**src/rtl/seven_seg_scanner.sv**
```systemverilog
// Four-digit multiplexed 7-segment driver with frame-synchronous digit buffering,
// leading-zero blanking and an anode-off gap between digit slots.
module seven_seg_scanner #(
  parameter int DIV_CYCLES = 100000,
  parameter int GAP_CYCLES = 1000,
  parameter int CNT_W      = 17
) (
  input  logic       clk,
  input  logic       rst_n,
  input  logic [3:0] bcd_thousands,
  input  logic [3:0] bcd_hundreds,
  input  logic [3:0] bcd_tens,
  input  logic [3:0] bcd_ones,
  input  logic       load,
  input  logic       blank_lz,
  input  logic [3:0] dp_mask,
  output logic [3:0] an,
  output logic [6:0] seg,
  output logic       dp,
  output logic       frame_done
);

  typedef enum logic {S_GAP, S_ON} state_e;

  localparam logic [CNT_W-1:0] ON_LAST  = CNT_W'(DIV_CYCLES - GAP_CYCLES - 1);
  localparam logic [CNT_W-1:0] GAP_LAST = CNT_W'(GAP_CYCLES - 1);

  state_e           state_q, state_d;
  logic [CNT_W-1:0] cnt_q, cnt_d;
  logic [1:0]       idx_q, idx_d;
  logic             init_q, init_d;
  logic [3:0][3:0]  shadow_q, shadow_d;
  logic [3:0]       shadow_dp_q, shadow_dp_d;
  logic [3:0][3:0]  pend_q, pend_d;
  logic [3:0]       pend_dp_q, pend_dp_d;
  logic             pend_valid_q, pend_valid_d;
  logic [3:0]       an_q, an_d;
  logic [6:0]       seg_q, seg_d;
  logic             dp_q, dp_d;
  logic             fd_q, fd_d;

  logic [3:0][3:0]  live;
  logic [3:0]       blanked;
  logic             boundary;

  assign live = {bcd_thousands, bcd_hundreds, bcd_tens, bcd_ones};

  function automatic logic [6:0] decode(input logic [3:0] d);
    case (d)
      4'd0:    decode = 7'h40;
      4'd1:    decode = 7'h79;
      4'd2:    decode = 7'h24;
      4'd3:    decode = 7'h30;
      4'd4:    decode = 7'h19;
      4'd5:    decode = 7'h12;
      4'd6:    decode = 7'h02;
      4'd7:    decode = 7'h78;
      4'd8:    decode = 7'h00;
      4'd9:    decode = 7'h10;
      default: decode = 7'h3F;
    endcase
  endfunction

  always_comb begin
    // NOTE: every variable gets a default first so no path leaves one unassigned (no latches).
    state_d      = state_q;
    cnt_d        = cnt_q + 1'b1;
    idx_d        = idx_q;
    init_d       = init_q;
    shadow_d     = shadow_q;
    shadow_dp_d  = shadow_dp_q;
    pend_d       = pend_q;
    pend_dp_d    = pend_dp_q;
    pend_valid_d = pend_valid_q;
    boundary     = 1'b0;
    blanked      = 4'b0000;
    an_d         = 4'hF;
    seg_d        = 7'h7F;
    dp_d         = 1'b1;

    case (state_q)
      S_ON: begin
        if (cnt_q == ON_LAST) begin
          state_d = S_GAP;
          cnt_d   = '0;
        end
      end
      default: begin
        if (cnt_q == GAP_LAST) begin
          state_d = S_ON;
          cnt_d   = '0;
          init_d  = 1'b0;
          // The start-up gap after reset leads into digit 0 without advancing.
          if (!init_q) idx_d = idx_q + 2'd1;
          boundary = (idx_q == 2'd3) && !init_q;
        end
      end
    endcase

    if (boundary) begin
      if (load) begin
        shadow_d    = live;
        shadow_dp_d = dp_mask;
      end else if (pend_valid_q) begin
        shadow_d    = pend_q;
        shadow_dp_d = pend_dp_q;
      end
      pend_valid_d = 1'b0;
    end else if (load) begin
      pend_d       = live;
      pend_dp_d    = dp_mask;
      pend_valid_d = 1'b1;
    end

    blanked[3] = blank_lz && (shadow_d[3] == 4'd0);
    for (int k = 2; k >= 1; k--) blanked[k] = blanked[k+1] && (shadow_d[k] == 4'd0);

    // Outputs come from next-state values so they are valid on the first cycle of a state.
    if (state_d == S_ON) begin
      an_d  = ~(4'b0001 << idx_d);
      seg_d = blanked[idx_d] ? 7'h7F : decode(shadow_d[idx_d]);
      dp_d  = ~shadow_dp_d[idx_d];
    end
    fd_d = boundary;
  end

  always_ff @(posedge clk) begin
    // NOTE: sequential state uses non-blocking assignments so all registers update together.
    if (!rst_n) begin
      state_q      <= S_GAP;
      cnt_q        <= '0;
      idx_q        <= 2'd0;
      init_q       <= 1'b1;
      // NOTE: the digit buffers are tiny and must read as zero after reset, so they are reset too.
      shadow_q     <= '0;
      shadow_dp_q  <= 4'b0000;
      pend_q       <= '0;
      pend_dp_q    <= 4'b0000;
      pend_valid_q <= 1'b0;
      an_q         <= 4'hF;
      seg_q        <= 7'h7F;
      dp_q         <= 1'b1;
      fd_q         <= 1'b0;
    end else begin
      state_q      <= state_d;
      cnt_q        <= cnt_d;
      idx_q        <= idx_d;
      init_q       <= init_d;
      shadow_q     <= shadow_d;
      shadow_dp_q  <= shadow_dp_d;
      pend_q       <= pend_d;
      pend_dp_q    <= pend_dp_d;
      pend_valid_q <= pend_valid_d;
      an_q         <= an_d;
      seg_q        <= seg_d;
      dp_q         <= dp_d;
      fd_q         <= fd_d;
    end
  end

  assign an         = an_q;
  assign seg        = seg_q;
  assign dp         = dp_q;
  assign frame_done = fd_q;

endmodule

```
**config.mk**
```make
export PLATFORM = sky130hd
export DESIGN_NAME = seven_seg_scanner
export DESIGN_NICKNAME = d
export VERILOG_FILES = /design/src/rtl/seven_seg_scanner.sv
export SDC_FILE = /design/constraint.sdc
export NUM_CORES = 1
export LEC_CHECK = 0
export BUFFER_PORTS_ARGS = -buffer_cell sky130_fd_sc_hd__buf_2
export CAP_MARGIN = 20
export CORE_ASPECT_RATIO = 1.4
export CORE_UTILIZATION = 60
export CTS_BUF_LIST = sky130_fd_sc_hd__clkbuf_4 sky130_fd_sc_hd__clkbuf_8
export DETAILED_ROUTE_END_ITERATION = 10
export GPL_ROUTABILITY_DRIVEN = 0
export PLACE_DENSITY_LB_ADDON = 0.15
export SLEW_MARGIN = 0
export SYNTH_ARGS = -nofsm -noshare
export SYNTH_HDL_FRONTEND = slang
export SYNTH_SLANG_ARGS = --single-unit
```
**constraint.sdc**
```tcl
create_clock -name clk -period 4.1 [get_ports clk]
set_input_delay 0.82 -clock clk [delete_from_list [all_inputs] [get_ports clk]]
set_output_delay 0.82 -clock clk [all_outputs]
set_load 0.005 [all_outputs]
```
==> impl_results.md, run 1 <==
- Worst hold path type: register to register
- DPL Wire Length: 6130 um
- Max-slew headroom: 0.409
- Setup Total Neg Slack: 0 ns
- Dpl cell area: 3800 um^2
- # diodes: 0
- CP Capture Point: seg[3]
- Crit path DAT: 3.69 ns
- Avg Synthesized Cell Area: 8.55 um^2
- RSZ-0062 raised after global routing: no
- Syn_nets: 454
- Layout cells sized above 1: 0.179
- Most used DFF post-synth: dfxtp_1
- Status: completed
- Worst Skew: 0.00770 ns
- Most common cell in the netlist: dfxtp_1
- Post-synth top area cell: dfxtp_1
- Die W: 67.6 um
- Max Cap Viol: 0
- Initial core utilization: 0.621
- Clk sinks: 75
- FMAX: 0.292 GHz
- Max clock buf depth: 2
- Die area: 6350 um^2
- Synthesis-stage register bit count: 75
- CP startpoint kind: register
- Worst R2R Setup Slack: 0.67 ns
- Worst VDD drop: 0.255 mV
- H-tree depth: 3
- Core ar.: 5820 um^2
- Postcts setup bufs: 0
- TritonCTS clock tree: built
- CP max FO: 13
- I/O pins: 37
- Design area: 3950 um^2
- Yosys warning count: 0
- Largest net degree at the start of global routing: 27
- Endpoint type of the worst setup path: register
- Cells after Synth: 423
- Min Tclk post-route: 3.43 ns
- CP required: 4.36 ns
- Via count: 3191
- First-pass GRT wire length: 13800 um
- RR Startpoint: cnt_q[0]
- Async S/R FF share, synth: 0
- Fin crit share: 0.837
- Worst slew pin tran: 0.885 ns
- Cells on worst reg2reg path: 10
- # DRC: 0
- 1st-pass router iterations: 4
- Clock-pin slew on the worst setup and hold paths: 0.07 ns
- Root buffer cell: clkbuf_8
- Initial antenna violation count: 0
- Die height: 93.9 um
- Post-synth top cells: dfxtp_1 (75), nand2_1 (62), nor2_1 (45)
- Sequential fraction of the synthesis area: 0.415
- Port Buffer Count: 36
- Post-DRT Antenna Nets: 0
- Synth top area share: 0.415
- Post-Syn Area: 3620 um^2
- Cell Pwr Density: 333 nW/um^2
- Final Hold Viols: 0
- Slew Viols, Final: 0
- DRT iter0 DRCs: 363
- Drt total wl: 8540 um
- GR Overflow Total: 0
- Critical path class: register to register
- Crit. Startpoint: cnt_q[0]
- Final nets: 485
- Setup-failing EPs final: 0
- TritonCTS Buffers: 9
- Post-cts repair resize count: 0
- Leakage: 1.49 nW
- Vias in the first global route: 2964
- DR vias/cell: 6.06
- Clk_lat worst skew: 0.36 ns
- Global router's overall resource usage: 0.292
- Row cnt: 33
- Synth unique cells: 67
- Syn-to-layout area delta: 9.30%
- Reg-to-reg critical path endpoint: seg[3]
- Routed len/inst: 16.2 um
- Hold_buf cts: 0
- EDFF count, synth: 0
- Area contributors post-synth: dfxtp_1 (42%), nand2_1 (6.4%), nor2_1 (4.7%), a21oi_1 (3.7%), mux2i_1 (3.6%)
==> power breakdown <==
group	switching (mW)	internal, mW	total [mW]
Sequential	0.0131	0.742	0.755
Combinational	0.0479	0.0300	0.0780
Clock	0.261	0.224	0.485
==> cells in the final DEF (no fill, tap or decap), types with 2 or more instances in the layout <==
master	n
o22a_2	2
ha_1	7
inv_1	10
or3_1	7
a31oi_1	2
a2bb2oi_1	2
clkinv_2	2
nand2_1	62
a21o_1	2
buf_2	36
clkbuf_8	9
mux2i_1	13
and2_1	7
a21o_2	2
o32a_2	2
o211ai_1	7
nor4_1	7
buf_4	4
xor2_1	8
nor3_1	13
xnor2_1	6
o21ai_0	15
nor2_1	45
and3_1	4
nand4_1	7
dfxtp_1	75
o22ai_1	15
clkbuf_4	2
a21oi_1	27
o221a_2	2
o21a_1	3
nand3_1	16
==> layout make-up <==
class | instances | area [um^2]
multi-input cells | 317 | 1960
clock buffers | 11 | 139
repair buffers | 40 | 210
flip-flops and latches | 75 | 1500
fillers | 498 | 1870
well taps | 70 | 87.6
clock inverters | 3 | 17.5
inverters | 11 | 41.3
==> worst max-delay path: stages (launching register included) <==
cell and delay [ns]:
dfxtp_1 0.38, ha_1 0.24, nor3b_2 0.32, and4_4 0.37, nand4_2 0.38, o22ai_1 0.37, nor3_1 0.10, o22ai_1 0.44
ha_1 0.32, and2_2 0.17, o311ai_1 0.24
==> kinds of logic (layout without fill, tap and decap cells) <==
| group | after synthesis | after routing | share of synthesized area |
|---|---|---|---|
| AOI/OAI and AO/OA | 93 | 93 | 0.172 |
| DFF | 75 | 75 | 0.415 |
| buffers and inverters | 31 | 65 | 0.0439 |
| adders and majority gates | 7 | 7 | 0.0242 |
| xor gates and xnor gates | 15 | 15 | 0.0384 |
| muxes | 15 | 15 | 0.0432 |
| and+or+nand+nor | 187 | 187 | 0.263 |
==> state kept, by name, indices dropped and copies added, names as in the netlist <==
register,flops
dp,1
state_q,1
seg,7
frame_done,1
an,4
idx_q,2
pend_dp_q,4
shadow_q,16
pend_q,16
cnt_q,17
init_q,1
pend_valid_q,1
shadow_dp_q,4
==> metrics by stage <==
stage	power [mW]	hold slack, ns	worst slack (ns)	std cells	utilization
after detailed placement	0.849	0.454	0.756	513	0.652
after CTS	1.32	0.466	0.724	527	0.679
after global routing	1.36	0.481	0.462	527	0.679
final	1.32	0.463	0.670	527	0.679
after floorplan	0.820	0.430	1.09	423	-
after global placement	0.847	0.440	0.835	513	0.652
==> routing by layer <==
metal / global-route usage / vias to the layer above / routed length [um]
met5: 0 / - / 0
met1: 0.346 / 1509 / 3530
met3: 0.0546 / 23 / 452
met2: 0.489 / 86 / 4330
li1: - / 1573 / -
met4: 0.144 / 0 / 216
==> worst min path at each step <==
stage	start	to	slack, ns	cells past startpoint
after floorplan	cnt_q[0]	cnt_q[0]	0.43	1
after global placement	pend_q[5]	pend_q[5]	0.44	2
after detailed placement	pend_q[11]	pend_q[11]	0.45	2
after CTS	pend_q[11]	pend_q[11]	0.47	2
after global routing	pend_q[10]	pend_q[10]	0.48	2
final	pend_q[10]	pend_q[10]	0.46	2
Note: power is estimated with default switching activity, not from simulation.
==> inputs of run 2 (changes only) <==
--- a/config.mk
+++ b/config.mk
@@ -5,6 +5,7 @@
 export SDC_FILE = /design/constraint.sdc
 export NUM_CORES = 1
 export LEC_CHECK = 0
+export ABC_AREA = 1
 export BUFFER_PORTS_ARGS = -buffer_cell sky130_fd_sc_hd__buf_2
 export CAP_MARGIN = 20
 export CORE_ASPECT_RATIO = 1.4
==> constraint.sdc (replaced) <==
create_clock -name clk -period 3.2 [get_ports clk]
set_input_delay 0.64 -clock clk [delete_from_list [all_inputs] [get_ports clk]]
set_output_delay 0.64 -clock clk [all_outputs]
set_load 0.005 [all_outputs]
==> impl_results.md, run 2 <==
- Post-synth top cells: nand2_1 (155), nor2_1 (87), dfxtp_1 (75) (was dfxtp_1 (75), nand2_1 (62), nor2_1 (45))
- EDFF count, synth: 0 (unchanged)
- Dpl cell area: 4060 um^2 (was 3800 um^2)
- Clock-pin slew on the worst setup and hold paths: 0.07 ns (about the same)
- Syn_nets: 603 (was 454)
- Syn-to-layout area delta: 11.8% (was 9.30%)
- Synth unique cells: 34 (was 67)
- Most used DFF post-synth: dfxtp_1 (unchanged)
- Worst Skew: 0.0113 ns (was 0.00770 ns)
- Switch share: 0.239 (was 0.244)
- Reg with most FFs: cnt_q (unchanged)
- Post-Synth Simple-Gate Area: 0.385 (was 0.263)
- Hold_buf cts: 0 (unchanged)
- Leakage: 1.92 nW (was 1.49 nW)
- Post-cts repair resize count: 0 (unchanged)
- Multiplexer share of the synthesized area: 0.00262 (was 0.0432)
- Synthesis-stage register bit count: 75 (unchanged)
- WHS: 0.448 ns (was 0.463 ns)
- DRT iter0 DRCs: 176 (was 363)
- I/O pins: 37 (unchanged)
- Synth Area in Compound Gates: 0.110 (was 0.172)
- Number of fill cells: 561 (was 498)
- Critical path class: register to register (unchanged)
- Final nets: 641 (was 485)
- Die W: 69.4 um (was 67.6 um)
- Layout cells sized above 1: 0.151 (was 0.179)
- FMAX: 0.364 GHz (was 0.292 GHz)
- Synth top area share: 0.394 (was 0.415)
- Logic pwr share: 0.061 (was 0.059)
- Async S/R FF share, synth: 0 (unchanged)
- Cells after Synth: 572 (was 423)
- Yosys warning count: 0 (unchanged)
- Routed len/inst: 13.0 um (was 16.2 um)
- Post-synth top area cell: dfxtp_1 (unchanged)
- Die height: 96.3 um (was 93.9 um)
- Endpoint type of the worst setup path: register (unchanged)
- Largest net degree at the start of global routing: 25 (was 27)
- Synth Area in Adders: 0.0230 (was 0.0242)
- RSZ-0062 raised after global routing: no (unchanged)
- Final Hold Viols: 0 (unchanged)
- Internal Power: 1.37 mW (was 0.996 mW)
- DR vias/cell: 5.31 (was 6.06)
- Most common cell after layout, fill and taps aside: nand2_1 (was dfxtp_1)
- Avg Synthesized Cell Area: 6.67 um^2 (was 8.55 um^2)
- GR Overflow Total: 0 (unchanged)
- Main combinational cell family by area after synthesis: simple AND/OR/NAND/NOR gates (unchanged)
- Max Cap Viol: 0 (unchanged)
- Initial antenna violation count: 0 (unchanged)
- Global router's overall resource usage: 0.288 (was 0.292)
- Post-DRT Antenna Nets: 0 (unchanged)
- Most frequent cells in the layout: nand2_1 (155), nor2_1 (87), dfxtp_1 (75) (was dfxtp_1 (75), nand2_1 (62), nor2_1 (45))
- CP startpoint kind: register (unchanged)
- Post-Syn Area: 3810 um^2 (was 3620 um^2)
- Post-Synth XOR/XNOR Area: 0.00919 (was 0.0384)
- Die area: 6680 um^2 (was 6350 um^2)
- 1st-pass router iterations: 4 (unchanged)
- Design area: 4270 um^2 (was 3950 um^2)
- First-pass GRT wire length: 15100 um (was 13800 um)
- Drt total wl: 8930 um (was 8540 um)
- Crit path DAT: 3.00 ns (was 3.69 ns)
- Min Tclk post-route: 2.75 ns (was 3.43 ns)
- Row cnt: 34 (was 33)
- # diodes: 0 (unchanged)
- Core ar.: 6170 um^2 (was 5820 um^2)
- Most common cell in the netlist: nand2_1 (was dfxtp_1)
- Setup-failing EPs final: 0 (unchanged)
- Setup Total Neg Slack: 0 ns (unchanged)
- H-tree depth: 3 (unchanged)
- # DRC: 0 (unchanged)
- Port Buffer Count: 36 (unchanged)
- Max reg flops: 17 (unchanged)
- Via count: 3651 (was 3191)
- CP required: 3.45 ns (was 4.36 ns)
- Area contributors post-synth: dfxtp_1 (39%), nand2_1 (15%), nor2_1 (8.6%), inv_1 (5.5%), o21ai_0 (4.3%) (was dfxtp_1 (42%), nand2_1 (6.4%), nor2_1 (4.7%), a21oi_1 (3.7%), mux2i_1 (3.6%))
- Worst hold path type: register to register (unchanged)
- Initial core utilization: 0.618 (was 0.621)
- Status: completed (unchanged)
- DPL Wire Length: 6810 um (was 6130 um)
- Slew Viols, Final: 0 (unchanged)
- TritonCTS Buffers: 9 (unchanged)
- Clock share of power: 0.405 (was 0.368)
- Reg power frac: 0.534 (was 0.573)
- Overall power: 1.81 mW (was 1.32 mW)
- TritonCTS clock tree: built (unchanged)
- Sequential fraction of the synthesis area: 0.394 (was 0.415)
- Clk sinks: 75 (unchanged)
- Max-slew headroom: 0.679 (was 0.409)
- CP max FO: 7 (was 13)
- Clk_lat worst skew: 0.36 ns (about the same)
- Worst VDD drop: 0.335 mV (was 0.255 mV)
- Fin crit share: 0.859 (was 0.837)
- Postcts setup bufs: 0 (unchanged)
- Root buffer cell: clkbuf_8 (unchanged)
- Worst slew pin tran: 0.480 ns (was 0.885 ns)
- Vias in the first global route: 3516 (was 2964)
- Max clock buf depth: 2 (unchanged)
- Net switching power: 0.431 mW (was 0.322 mW)
- Fin util: 0.691 (was 0.679)
- Largest regs: cnt_q x17, pend_q x16, shadow_q x16 (unchanged)
- Cell Pwr Density: 423 nW/um^2 (was 333 nW/um^2)
run 2: changes by cell type after synthesis, sizes merged, moves of 7 or more:
cell / delta
nand4: +7
o22ai: -9
o211ai: -7
and2: -8
o21ai: +22
nor2: +60
or3: -8
xnor2: -7
mux2i: -12
nand3: +14
inv: +54
nor4: -8
nand2: +98
run 2: power groups by stage:
| stage | combinational [mW] | sequential (mW) | clock (mW) |
|---|---|---|---|
| final | 0.111 | 0.965 | 0.730 |
| after global routing | 0.125 | 0.967 | 0.793 |
| after CTS | 0.111 | 0.964 | 0.748 |
| after detailed placement | 0.110 | 0.986 | 0 |
| after global placement | 0.109 | 0.985 | 0 |
| after floorplan | 0.0734 | 0.984 | 0 |
run 2: area by class of cell:
class | count | area (um^2) | area share
repair buffers | 40 | 210 | 0.0493
clock inverters | 6 | 65.1 | 0.0153
multi-input cells | 419 | 2020 | 0.473
inverters | 65 | 244 | 0.0572
well taps | 72 | 90.1 | 0.0211
flip-flops and latches | 75 | 1500 | 0.352
clock buffers | 10 | 138 | 0.0323
run 2: cells by family after synthesis:
family | after synthesis
compound gates | 77
xor+xnor | 4
fa+ha+maj | 7
buf+inv | 78
flops | 75
mux | 1
simple gates | 330
run 2: final timing paths:
check           start  endpoint  slack (ns)  cells after the start
max          cnt_q[0]    seg[0]        0.45                     21
min          cnt_q[0]  cnt_q[0]        0.45                      1
max reg2reg  cnt_q[0]    seg[0]        0.45                     21
min reg2reg  cnt_q[0]  cnt_q[0]        0.45                      1
run 2: critical path: stages (launching register included):
cell and delay [ns]:
dfxtp_1 0.35, ha_1 0.19, nand2_1 0.09, nor2_1 0.16, nand2_1 0.12, nor2_4 0.15
nand3_2 0.10, nand2_1 0.10, nand2_2 0.10, nand2_1 0.10, inv_2 0.07, nand2_1 0.06
nand2_1 0.05, nor2_1 0.29, inv_1 0.12, ha_1 0.19, inv_1 0.04, nand3_1 0.09
nand2_1 0.07, nor2_1 0.04, nor2_1 0.08, nand2_1 0.05
run 2: metal layers:
metal  wire length (um)  up-vias  track usage
met1               3660     1625        0.299
met3                366       36       0.0545
met4                369        0        0.190
met5                  0        -            0
li1                   -     1908            -
met2               4540       82        0.529
run 2: per-stage QoR:
| stage | setup slack, ns | std cells |
|---|---|---|
| after floorplan | 0.771 | 572 |
| after global placement | 0.554 | 671 |
| after detailed placement | 0.463 | 671 |
| after CTS | 0.489 | 687 |
| after global routing | 0.139 | 687 |
| final | 0.451 | 687 |
==> inputs of run 3 (changes only) <==
--- a/config.mk
+++ b/config.mk
@@ -14,6 +14,7 @@
 export DETAILED_ROUTE_END_ITERATION = 10
 export GPL_ROUTABILITY_DRIVEN = 0
 export PLACE_DENSITY_LB_ADDON = 0.15
+export REMOVE_ABC_BUFFERS = 1
 export SLEW_MARGIN = 0
 export SYNTH_ARGS = -nofsm -noshare
 export SYNTH_HDL_FRONTEND = slang
==> impl_results.md, run 3 (synthesis results as in run 2) <==
- Max clock buf depth: 2 (unchanged)
- Final nets: 640 (was 641)
- Row cnt: 34 (unchanged)
- Status: completed (unchanged)
- RSZ-0062 raised after global routing: no (unchanged)
- Largest net degree at the start of global routing: 26 (was 25)
- Syn-to-layout area delta: 11.9% (was 11.8%)
- Die height: 96.3 um (unchanged)
- Cell Count, Final, Fillers Out: 686 (was 687)
- CP startpoint kind: register (unchanged)
- Die area: 6680 um^2 (unchanged)
- Post-DRT Antenna Nets: 0 (unchanged)
- Hold Path Depth: 2 (was 1)
- Clk sinks: 75 (unchanged)
- DRT iter0 DRCs: 221 (was 176)
- Core ar.: 6170 um^2 (unchanged)
- Hold_buf cts: 0 (unchanged)
- Pre-CTS setup slack: 0.498 ns (was 0.463 ns)
- Crit path DAT: 2.98 ns (was 3.00 ns)
- Min Tclk post-route: 2.72 ns (was 2.75 ns)
- Clock-pin slew on the worst setup and hold paths: 0.08 ns (was 0.07 ns)
- H-tree depth: 3 (unchanged)
- Max reg flops: 17 (unchanged)
- Initial core utilization: 0.618 (unchanged)
- # DRC: 0 (unchanged)
- Postcts setup bufs: 0 (unchanged)
- Cells on worst reg2reg path: 17 (was 21)
- Reg with most FFs: cnt_q (unchanged)
- Layout cells sized above 1: 0.150 (was 0.151)
- Overall power: 1.86 mW (was 1.81 mW)
- Setup-failing EPs final: 0 (unchanged)
- Most common cell after layout, fill and taps aside: nand2_1 (unchanged)
- DP Cell Count: 670 (was 671)
- Most frequent cells in the layout: nand2_1 (155), nor2_1 (87), dfxtp_1 (75) (unchanged)
- Cell Pwr Density: 435 nW/um^2 (was 423 nW/um^2)
- Dpl cell area: 4060 um^2 (about the same)
- Largest regs: cnt_q x17, pend_q x16, shadow_q x16 (unchanged)
- Final Hold Viols: 0 (unchanged)
- Endpoint type of the worst setup path: register (unchanged)
- Number of fill cells: 541 (was 561)
- Worst VDD drop: 0.289 mV (was 0.335 mV)
- FMAX: 0.368 GHz (was 0.364 GHz)
- TritonCTS Buffers: 9 (unchanged)
- Max-slew headroom: 0.636 (was 0.679)
- Via count: 3800 (was 3651)
- GR Overflow Total: 0 (unchanged)
- Worst hold path type: register to register (unchanged)
- Leakage: 1.92 nW (about the same)
- Slew Viols, Final: 0 (unchanged)
- Vias in the first global route: 3507 (was 3516)
- Routed len/inst: 13.9 um (was 13.0 um)
- Global router's overall resource usage: 0.294 (was 0.288)
- Fin util: 0.692 (was 0.691)
- CP required: 3.46 ns (was 3.45 ns)
- CP max FO: 11 (was 7)
- Worst slew pin tran: 0.544 ns (was 0.480 ns)
- Post-cts repair resize count: 0 (unchanged)
- Drt total wl: 9520 um (was 8930 um)
- Design area: 4270 um^2 (about the same)
- DR vias/cell: 5.54 (was 5.31)
- Clk_lat worst skew: 0.36 ns (about the same)
- DPL Wire Length: 7060 um (was 6810 um)
- Fin crit share: 0.850 (was 0.859)
- 1st-pass router iterations: 5 (was 4)
- Max Cap Viol: 0 (unchanged)
- # diodes: 0 (unchanged)
- First-pass GRT wire length: 15400 um (was 15100 um)
- Die W: 69.4 um (unchanged)
- WHS: 0.453 ns (was 0.448 ns)
- Root buffer cell: clkbuf_8 (unchanged)
- Initial antenna violation count: 0 (unchanged)
- I/O pins: 37 (unchanged)
- Port Buffer Count: 36 (unchanged)
- Setup Total Neg Slack: 0 ns (unchanged)
- TritonCTS clock tree: built (unchanged)
- Critical path class: register to register (unchanged)
- Min setup slack post-route: 0.480 ns (was 0.451 ns)
- Worst Skew: 0.00944 ns (was 0.0113 ns)
## run 3: worst paths after layout
check	endpoint	from	slack, ns
hold / removal	pend_q[4]	pend_q[4]	0.45
hold reg to reg	pend_q[4]	pend_q[4]	0.45
setup reg to reg	seg[0]	cnt_q[0]	0.48
setup / recovery	seg[0]	cnt_q[0]	0.48
## run 3: layer usage
metal / up-vias / routed length (um) / track usage
met5: - / 0 / 0
met3: 40 / 373 / 0.0482
met1: 1746 / 3700 / 0.296
li1: 1911 / - / -
met4: 0 / 441 / 0.201
met2: 103 / 5000 / 0.554
## run 3: power breakdown
group / switching, mW / leakage, nW / internal, mW
clock network: 0.373 / 0.106 / 0.406
registers: 0.0105 / 0.611 / 0.954
logic: 0.0760 / 1.21 / 0.0390
total: 0.459 / 1.92 / 1.40
## run 3: cell type report
type | count | area, um^2 | share of cell area
Clock buffer | 11 | 151 | 0.0355
Clock inverter | 5 | 60.1 | 0.0141
Inverter | 65 | 244 | 0.0572
Multi-Input combinational cell | 419 | 2020 | 0.473
Sequential cell | 75 | 1500 | 0.352
Tap cell | 72 | 90.1 | 0.0211
Timing Repair Buffer | 39 | 203 | 0.0475
## run 3: critical path, stage by stage, from the launching register on
cell and delay (ns):
dfxtp_1 0.36, ha_1 0.20, nand2_1 0.09, nor2_1 0.14
nand2_1 0.10, nor2_4 0.15, nand4_1 0.44, nand2_1 0.25
nand3_1 0.12, nand2_1 0.13, nor2_4 0.07, ha_1 0.20
inv_1 0.05, nand3_1 0.09, nand2_1 0.07, nor2_1 0.04
nor2_1 0.08, nand2_1 0.05
